<file path="src/rtl/mem_access_unit_if.sv">
// Request and writeback handshakes of the MEM-stage load/store unit.
interface mem_access_unit_if;
  logic        req_valid;
  logic        req_ready;
  logic        req_store;
  logic [1:0]  req_size;
  logic        req_unsigned;
  logic [31:0] req_addr;
  logic [31:0] req_wdata;
  logic [4:0]  req_rd;
  logic        wb_valid;
  logic        wb_ready;
  logic [4:0]  wb_rd;
  logic [31:0] wb_data;

  modport master (
    output req_valid,
    output req_store,
    output req_size,
    output req_unsigned,
    output req_addr,
    output req_wdata,
    output req_rd,
    input  req_ready,
    input  wb_valid,
    input  wb_rd,
    input  wb_data,
    output wb_ready
  );

  modport slave (
    input  req_valid,
    input  req_store,
    input  req_size,
    input  req_unsigned,
    input  req_addr,
    input  req_wdata,
    input  req_rd,
    output req_ready,
    output wb_valid,
    output wb_rd,
    output wb_data,
    input  wb_ready
  );
endinterface

</file>
<file path="src/rtl/mem_access_unit.sv">
// MEM-stage load/store controller in front of the byte-addressed data RAM.
// Raises AdEL/AdES on misaligned or out-of-range accesses.
module mem_access_unit #(
  parameter int ADDR_SIZE   = 8,
  parameter bit CHECK_RANGE = 1'b1
) (
  input  logic              clk,
  input  logic              CLR_n,
  mem_access_unit_if.slave  bus,
  input  logic              clr_req,
  output logic              clr_done,
  output logic [31:0]       ram_addr,
  output logic [31:0]       ram_data_in,
  output logic              ram_MemWrite,
  output logic              ram_Byte,
  output logic              ram_Half,
  output logic              ram_UnsignedExt,
  output logic              ram_CLR,
  input  logic [31:0]       ram_data_out,
  output logic              exc_valid,
  output logic [4:0]        exc_code,
  output logic [31:0]       exc_badvaddr
);

  typedef enum logic [1:0] {
    IDLE,
    LOAD_WAIT,
    WB_HOLD,
    CLEAR
  } state_t;

  typedef struct packed {
    logic [1:0] size;
    logic       uns;
  } ld_t;

  state_t      state, state_nxt;
  ld_t         ld_q;
  logic [31:0] addr_q;
  logic [31:0] wdata_q;
  logic        accept;
  logic        misalign;
  logic        out_range;
  logic        fault;
  logic        go;

  function automatic logic [31:0] extend(
    input logic [31:0] d,
    input ld_t         l
  );
    logic [31:0] r;
    unique case (1'b1)
      l.size == 2'b00:
        r = {{24{~l.uns & d[7]}}, d[7:0]};
      l.size == 2'b01:
        r = {{16{~l.uns & d[15]}}, d[15:0]};
      default:
        r = d;
    endcase
    return r;
  endfunction

  assign bus.req_ready = (state == IDLE) && !clr_req;
  assign accept = CLR_n && bus.req_valid
               && bus.req_ready;

  assign misalign =
    ((bus.req_size == 2'b01) && bus.req_addr[0]) ||
    (bus.req_size[1] && (bus.req_addr[1:0] != 2'b00));

  // Shift rather than slice so ADDR_SIZE may be any width up to 32.
  assign out_range = CHECK_RANGE &&
    ((bus.req_addr >> ADDR_SIZE) != 32'd0);

  assign fault = misalign || out_range;
  assign go    = accept && !fault;

  assign clr_done     = (state == CLEAR);
  assign bus.wb_valid = (state == WB_HOLD);

  always_ff @(posedge clk or negedge CLR_n) begin
    if (!CLR_n) begin
      state <= IDLE;
    end else begin
      state <= state_nxt;
    end
  end

  always_comb begin
    state_nxt       = state;
    ram_addr        = addr_q;
    ram_data_in     = wdata_q;
    ram_MemWrite    = 1'b0;
    ram_Byte        = 1'b0;
    ram_Half        = 1'b0;
    ram_UnsignedExt = 1'b0;
    ram_CLR         = 1'b0;
    unique case (state)
      IDLE: begin
        if (CLR_n && clr_req) begin
          ram_CLR   = 1'b1;
          state_nxt = CLEAR;
        end else if (go) begin
          ram_addr        = bus.req_addr;
          ram_data_in     = bus.req_wdata;
          ram_MemWrite    = bus.req_store;
          ram_Byte        = (bus.req_size == 2'b00);
          ram_Half        = (bus.req_size == 2'b01);
          ram_UnsignedExt = bus.req_unsigned;
          if (!bus.req_store) begin
            state_nxt = LOAD_WAIT;
          end
        end
      end
      LOAD_WAIT: state_nxt = WB_HOLD;
      WB_HOLD: begin
        if (bus.wb_ready) begin
          state_nxt = IDLE;
        end
      end
      CLEAR:   state_nxt = IDLE;
      default: state_nxt = IDLE;
    endcase
  end

  always_ff @(posedge clk or negedge CLR_n) begin
    if (!CLR_n) begin
      addr_q       <= '0;
      wdata_q      <= '0;
      ld_q         <= '0;
      bus.wb_rd    <= '0;
      bus.wb_data  <= '0;
      exc_valid    <= 1'b0;
      exc_code     <= '0;
      exc_badvaddr <= '0;
    end else begin
      exc_valid <= accept && fault;
      if (accept && fault) begin
        exc_code     <= bus.req_store ? 5'd5 : 5'd4;
        exc_badvaddr <= bus.req_addr;
      end
      if (go) begin
        addr_q  <= bus.req_addr;
        wdata_q <= bus.req_wdata;
      end
      if (go && !bus.req_store) begin
        ld_q.size <= bus.req_size;
        ld_q.uns  <= bus.req_unsigned;
        bus.wb_rd <= bus.req_rd;
      end
      if (state == LOAD_WAIT) begin
        bus.wb_data <= extend(ram_data_out, ld_q);
      end
    end
  end

endmodule

</file>
<file path="src/flat_wrapper.sv">
// flat-port wrapper written by rule: the top's interface ports become plain ports
module mem_access_unit_flat 
#(
  parameter int ADDR_SIZE   = 8,
  parameter bit CHECK_RANGE = 1'b1
)
  (clk, CLR_n, clr_req, clr_done, ram_addr, ram_data_in, ram_MemWrite, ram_Byte, ram_Half, ram_UnsignedExt, ram_CLR, ram_data_out, exc_valid, exc_code, exc_badvaddr, bus_req_valid, bus_req_store, bus_req_size, bus_req_unsigned, bus_req_addr, bus_req_wdata, bus_req_rd, bus_req_ready, bus_wb_valid, bus_wb_rd, bus_wb_data, bus_wb_ready);
  mem_access_unit_if bus_i ();
  input  logic clk;
  input  logic CLR_n;
  input  logic clr_req;
  output logic clr_done;
  output logic [31:0] ram_addr;
  output logic [31:0] ram_data_in;
  output logic ram_MemWrite;
  output logic ram_Byte;
  output logic ram_Half;
  output logic ram_UnsignedExt;
  output logic ram_CLR;
  input  logic [31:0] ram_data_out;
  output logic exc_valid;
  output logic [4:0] exc_code;
  output logic [31:0] exc_badvaddr;
  input wire logic [$bits(bus_i.req_valid)-1:0] bus_req_valid;
  input wire logic [$bits(bus_i.req_store)-1:0] bus_req_store;
  input wire logic [$bits(bus_i.req_size)-1:0] bus_req_size;
  input wire logic [$bits(bus_i.req_unsigned)-1:0] bus_req_unsigned;
  input wire logic [$bits(bus_i.req_addr)-1:0] bus_req_addr;
  input wire logic [$bits(bus_i.req_wdata)-1:0] bus_req_wdata;
  input wire logic [$bits(bus_i.req_rd)-1:0] bus_req_rd;
  output wire logic [$bits(bus_i.req_ready)-1:0] bus_req_ready;
  output wire logic [$bits(bus_i.wb_valid)-1:0] bus_wb_valid;
  output wire logic [$bits(bus_i.wb_rd)-1:0] bus_wb_rd;
  output wire logic [$bits(bus_i.wb_data)-1:0] bus_wb_data;
  input wire logic [$bits(bus_i.wb_ready)-1:0] bus_wb_ready;
  assign bus_i.req_valid = bus_req_valid;
  assign bus_i.req_store = bus_req_store;
  assign bus_i.req_size = bus_req_size;
  assign bus_i.req_unsigned = bus_req_unsigned;
  assign bus_i.req_addr = bus_req_addr;
  assign bus_i.req_wdata = bus_req_wdata;
  assign bus_i.req_rd = bus_req_rd;
  assign bus_req_ready = bus_i.req_ready;
  assign bus_wb_valid = bus_i.wb_valid;
  assign bus_wb_rd = bus_i.wb_rd;
  assign bus_wb_data = bus_i.wb_data;
  assign bus_i.wb_ready = bus_wb_ready;
  mem_access_unit #(.ADDR_SIZE(ADDR_SIZE), .CHECK_RANGE(CHECK_RANGE)) u_core (.clk(clk), .CLR_n(CLR_n), .bus(bus_i), .clr_req(clr_req), .clr_done(clr_done), .ram_addr(ram_addr), .ram_data_in(ram_data_in), .ram_MemWrite(ram_MemWrite), .ram_Byte(ram_Byte), .ram_Half(ram_Half), .ram_UnsignedExt(ram_UnsignedExt), .ram_CLR(ram_CLR), .ram_data_out(ram_data_out), .exc_valid(exc_valid), .exc_code(exc_code), .exc_badvaddr(exc_badvaddr));
endmodule
</file>
<file path="config.mk">
export PLATFORM = sky130hd
export DESIGN_NAME = mem_access_unit_flat
export DESIGN_NICKNAME = d
export VERILOG_FILES = /design/src/rtl/mem_access_unit_if.sv /design/src/rtl/mem_access_unit.sv /design/src/flat_wrapper.sv
export SDC_FILE = /design/constraint.sdc
export NUM_CORES = 1
export LEC_CHECK = 0
export CAP_MARGIN = 10
export CORE_ASPECT_RATIO = 0.7
export CORE_UTILIZATION = 30
export CTS_CLUSTER_DIAMETER = 50
export DETAILED_ROUTE_END_ITERATION = 8
export GPL_TIMING_DRIVEN = 0
export PLACE_DENSITY = 0.71
export REMOVE_ABC_BUFFERS = 1
export SYNTH_ARGS = -nofsm -noshare
export SYNTH_HDL_FRONTEND = slang
export SYNTH_SLANG_ARGS = --single-unit
</file>
<file path="constraint.sdc">
create_clock -name clk -period 1.9 [get_ports clk]
set_clock_uncertainty 0.2 [all_clocks]
set_input_delay 0.285 -clock clk [delete_from_list [all_inputs] [get_ports clk]]
set_output_delay 0.285 -clock clk [all_outputs]
set_load 0.01 [all_outputs]
</file>
### Yosys cells after proc, flatten, opt, wreduce, memory -nomap -nowiden

Index checks and enable logic that the tools add are counted.

| storage, ports and cells | value |
|---|---|
| flip-flop bits (word level) | 144 |
| input port bits | 110 |
| word-level logic and storage cells | 68 |

| cells by class | value |
|---|---|
| eq/ne operators | 8 |
| mux-type cells | 27 |
| bitwise operators | 3 |
| reduce and logical (&&, ||, !) cells | 20 |

Operators by type and width:

| kind | number |
|---|---|
| $mux 32 | 6 |
| $pmux 32 s2 | 1 |
| $reduce_bool 32->1 | 1 |
| $mux 1 | 15 |
| $logic_and 1x1->1 | 9 |
| $mux 2 | 4 |
| $pmux 2 s4 | 1 |
| $eq 2x1->1 const B | 3 |
| $logic_not 2->1 | 3 |
| $eq 2x2->1 const B | 2 |
| $logic_not 1->1 | 3 |
| $ne 3x2->1 const B | 1 |
| $ne 3x3->1 const B | 1 |
| $reduce_and 3->1 | 1 |
| $and 1x1->1 | 2 |
| $logic_or 1x1->1 | 2 |
| $ne 2x1->1 const B | 1 |
| $reduce_bool 2->1 | 1 |
| $not 1->1 | 1 |

### Logic depth before layout (Yosys ltp)

| depth | value |
|---|---|
| word-level depth | 9 |
| mapped depth | 6 |

### Worst setup path after synthesis

Ideal clock, no wire load.

| timing | value |
|---|---|
| kind | register to output |
| start point | register u_core.state[1] |
| end point | output port ram_Byte |
| arrival time | 1.888 ns |
| data required time | 1.415 ns |
| path slack | -0.473 ns |
| cell stages (with the launch flop) | 7 |
| buffers on the path | 2 |
| cells stage by stage | dfrtp_1 nor3_2 nand3_1 nor3_2 buf_4 buf_2 nor3b_1 |

| between the ends | value |
|---|---|
| longest elaborated chain between the ends | 7 |

RTL lines:

| what | RTL line | source |
|---|---|---|
| from (decl) | mem_access_unit.sv:37 | `state_t state, state_nxt;` |
| from (signal assigned) | mem_access_unit.sv:85 | `state <= state_nxt;` |
| $logic_not 2->1 | mem_access_unit.sv:63 | `assign bus.req_ready = (state == IDLE) && !clr_req;` |
| $logic_and 1x1->1 | mem_access_unit.sv:63 |  |
| named net bus_req_ready | flat_wrapper.sv:31 | `output wire logic [$bits(bus_i.req_ready)-1:0] bus_req_ready;` |
| $logic_and 1x1->1 | mem_access_unit.sv:65 | `&& bus.req_ready;` |
| $logic_and 1x1->1 | mem_access_unit.sv:76 | `assign go = accept && !fault;` |
| $mux 1 | mem_access_unit.sv:103 | `end else if (go) begin` |
| $mux 1 | mem_access_unit.sv:100 | `if (CLR_n && clr_req) begin` |
| $mux 1 | mem_access_unit.sv:98 | `unique case (state)` |
| to (decl) | flat_wrapper.sv:16 | `output logic ram_Byte;` |

The timed path passes the listed nets, and every way through them passes these cells.

### Worst setup path in the final report

| timing | value |
|---|---|
| start point | register u_core.state[1] |
| end point | output port ram_data_in[21] |

| between the ends | value |
|---|---|
| longest elaborated chain between the ends | 7 |

RTL lines:

| what | RTL line | source |
|---|---|---|
| $logic_not 2->1 * | mem_access_unit.sv:63, mem_access_unit.sv:98 |  |
| $logic_and 1x1->1 | mem_access_unit.sv:63 |  |
| $logic_and 1x1->1 | mem_access_unit.sv:65 |  |
| $logic_and 1x1->1 | mem_access_unit.sv:76 |  |
| $mux 32 | mem_access_unit.sv:103 |  |
| $mux 32 | mem_access_unit.sv:100 |  |
| $mux 32 * | mem_access_unit.sv:98 |  |
| to (decl) | flat_wrapper.sv:14 | `output logic [31:0] ram_data_in;` |

Mark *: on every way between the ends. The rest lies on a longest branch, timed or not.

==> flow_summary.toml <==
[logic_synthesis]
synthDistinctLibCells = 29
async_flop_share_pct = 100.0
synthFlopType = "dfrtp_1"
avgSynthCellArea_um2 = 13.20
ys_warn_count = 0
synth_edf_count = 0
muxShareOfSynthArea_pct = 24.36
synth_compound_area_share_pct = 3.605
synth_cells = 455
synth.area.top_cells = "dfrtp_1 (59%), mux2_2 (19%), mux2_1 (5.3%)"
post_synth_fa_ha_maj_area_fraction_pct = 0
synth_xor_area_share_pct = 0
synth_top_area_share_pct = 58.76
yosysTopAreaCell = "dfrtp_1"
mappedNetlistArea_um2 = 6005
synthSimpleGateAreaFrac_pct = 10.50
ys_ff_latch = 141
ys_seq_area_share_pct = 58.76
synth_top_family_by_area = "multiplexers"

[worst_setup_path]
cp.required_ns = 1.41
cp-startpoint = "u_core.state[1]$_DFFE_PN0P_"
crit_type = "flop to primary output"
crit-reg2reg-launch = "u_core.state[1]$_DFFE_PN0P_"
cp_max_fo = 6
startpoint_type = "flop"
crit_arrival_ns = 2.49
endpoint_kind = "primary output"

[floorplanning]
die_x_um = 171.1
start_util_pct = 31.22
core_area_um2 = 19230
die-area_um2 = 20590
num_io_pins = 257
die_h_um = 120.4
rows = 42

[timing]
hold_ws_ns = -0.5432
period_needed_ns = 2.978
post-route-period-util_pct = 156.8
max_freq_mhz = 335.7
setup_ws_ns = -1.078
setup_viol = 174
maxSlewViolCount = 0
hold_viol_final = 141
finalSetupTns_ns = -101.74
rsz0062_at_grt = "true"

[clock_tree]
htreeDepth = 4
clock_path_buffers = 2
clkSlewWorstSetupHoldPaths_ns = 0.06
clock_latency_ns = 0.41
cts-buffers-inserted = 17
cts_tree = "built"
cts.sinks = 141
clock-root-buffer = "clkbuf_16"

[global_route]
grt_overflow = 0
grt_max_degree = 72
grt_pass1_vias = 5146
grt_pass1_wl_mm = 28.17
antenna_found_initial = 1
track_usage_pct = 17.94

[detailed_routing]
vias_per_cell = 4.472
first_iter_violations = 176
drc = 0
wl_per_cell_um = 17.17
via_count = 4852
dr.pass1.iters = 4
ant_nets = 0
drt-total-wl_mm = 18.63

[final_layout]
fin_area_um2 = 11260
syn_to_final_growth_pct = 87.52
fin_cells = 1085
drive_gt1_share_pct = 46.34
nets = 917
final_common_cell = "clkdlybuf4s50_1"
layout_common_cells = "clkdlybuf4s50_1 (154), dfrtp_1 (138), buf_6 (95)"
postLayoutCoreUtil_pct = 58.54

[place]
post-dp-hpwl_mm = 10.66
globalplace.congestion = 0.7349
dp.cells = 952
dpl-instance-area_um2 = 8941
numPortBuffers = 253

[pwr]
p_per_area_nw_per_um2 = 958.9
power_mw = 10.80
cellLeakagePower_nw = 5.151
peakVddDrop_v = 0.0006637

[flow_run]
cap_viol_max_count = 0

[run_status]
violations = "hold timing, setup timing"
status = "finished with violations"

[worst_hold_path]
hp-class = "primary input to asynchronous set/reset pin"
-- routing by layer --
layer	global-route usage (%)	up-vias	routed length (um)	share of wire, %
met5	0	-	0	0
met4	6.083	0	291	1.6
met3	6.907	23	1630	8.7
met2	28.23	162	8802	47
met1	22.49	2389	7909	42
li1	-	2278	-	-
-- timing repair --
item | CTS | global route
pin swaps | 13 | 4
endpoints found under the hold margin | 141 | 141
endpoints found under the setup margin | 212 | 193
buffers inserted | 58 | 43
cloned | 11 | 2
gates resized for setup | 493 | 105
-- synthesized netlist by cell type (2+ instances only) --
cell type / n
mux2_1: 28
and2_1: 5
nand4_1: 2
nand2_1: 17
nor4_1: 6
o21ai_0: 10
o31a_1: 2
clkbuf_1: 10
buf_2: 13
a31oi_1: 8
nor3_2: 2
dfrtp_1: 141
nor2_1: 25
a21oi_1: 16
buf_4: 7
mux2_2: 101
nor2b_1: 50
-- registers in the layout, indices dropped and copies added (netlist names) --
signal and count:
u_core.bus.wb_rd 5, u_core.state 2, u_core.exc_badvaddr 32, u_core.ld_q 3, u_core.addr_q 32, u_core.bus.wb_data 32, u_core.wdata_q 32, u_core.exc_valid 1
u_core.exc_code 2
-- worst paths after layout --
kind | to | slack, ns | depth (start not counted)
hold reg to reg | u_core.exc_code[2]$_DFFE_PN0P_ | 0.27 | 1
setup reg to reg | u_core.wdata_q[19]$_DFF_PN0_ | -0.86 | 15
setup / recovery | ram_data_in[21] | -1.08 | 10
min in group clk | u_core.exc_badvaddr[9]$_DFFE_PN0P_ | 0.06 | 2
hold / removal | u_core.wdata_q[11]$_DFF_PN0_ | -0.54 | 1
max in group asynchronous | u_core.ld_q[2]$_DFFE_PN0P_ | 1.45 | 2
-- stage by stage --
stage	hold WS, ns	setup slack, ns
2_1_floorplan	-0.2106	-4.823
5_1_grt	-0.5758	-1.196
6_report	-0.5432	-1.078
3_3_place_gp	0.2511	-13.71
3_5_place_dp	-0.1128	-2.782
4_1_cts	-0.5710	-1.176
-- where the power goes --
part / internal [mW] / leakage [nW] / total, mW / switching (mW)
sequential: 3.70 / 1.80 / 4.05 / 0.353
clock: 2.18 / 0.303 / 3.54 / 1.35
combinational: 1.97 / 3.05 / 3.21 / 1.24
-- cell families (layout without fill, tap and decap cells) --
kind of cell / Yosys count / after routing
AND/OR/NAND/NOR: 113 / 115
multiplexers: 130 / 130
AO/OA/AOI/OAI: 38 / 38
buffers and inverters: 32 / 393
flip-flops: 141 / 141
other: 1 / 4
-- cell type report --
cell class              instances  area [um^2]
fillers                      1558         7974
repair buffers                360         3933
flip-flops and latches        141         3532
clock buffers                  20        466.7
inverters                       1        3.754
diodes                          1        2.502
clock inverters                12        158.9
multi-input cells             286         2833
well taps                     264        330.3
-- critical path, stage by stage (launching register included) --
cell and delay [ns]:
dfrtp_2 0.43, nor3_4 0.20, nand3_2 0.14, nor3_4 0.26
clkbuf_16 0.17, buf_12 0.10, buf_12 0.10, buf_16 0.12
buf_16 0.13, mux2_4 0.30, buf_6 0.12
Note: power is estimated with default switching activity, not from simulation.
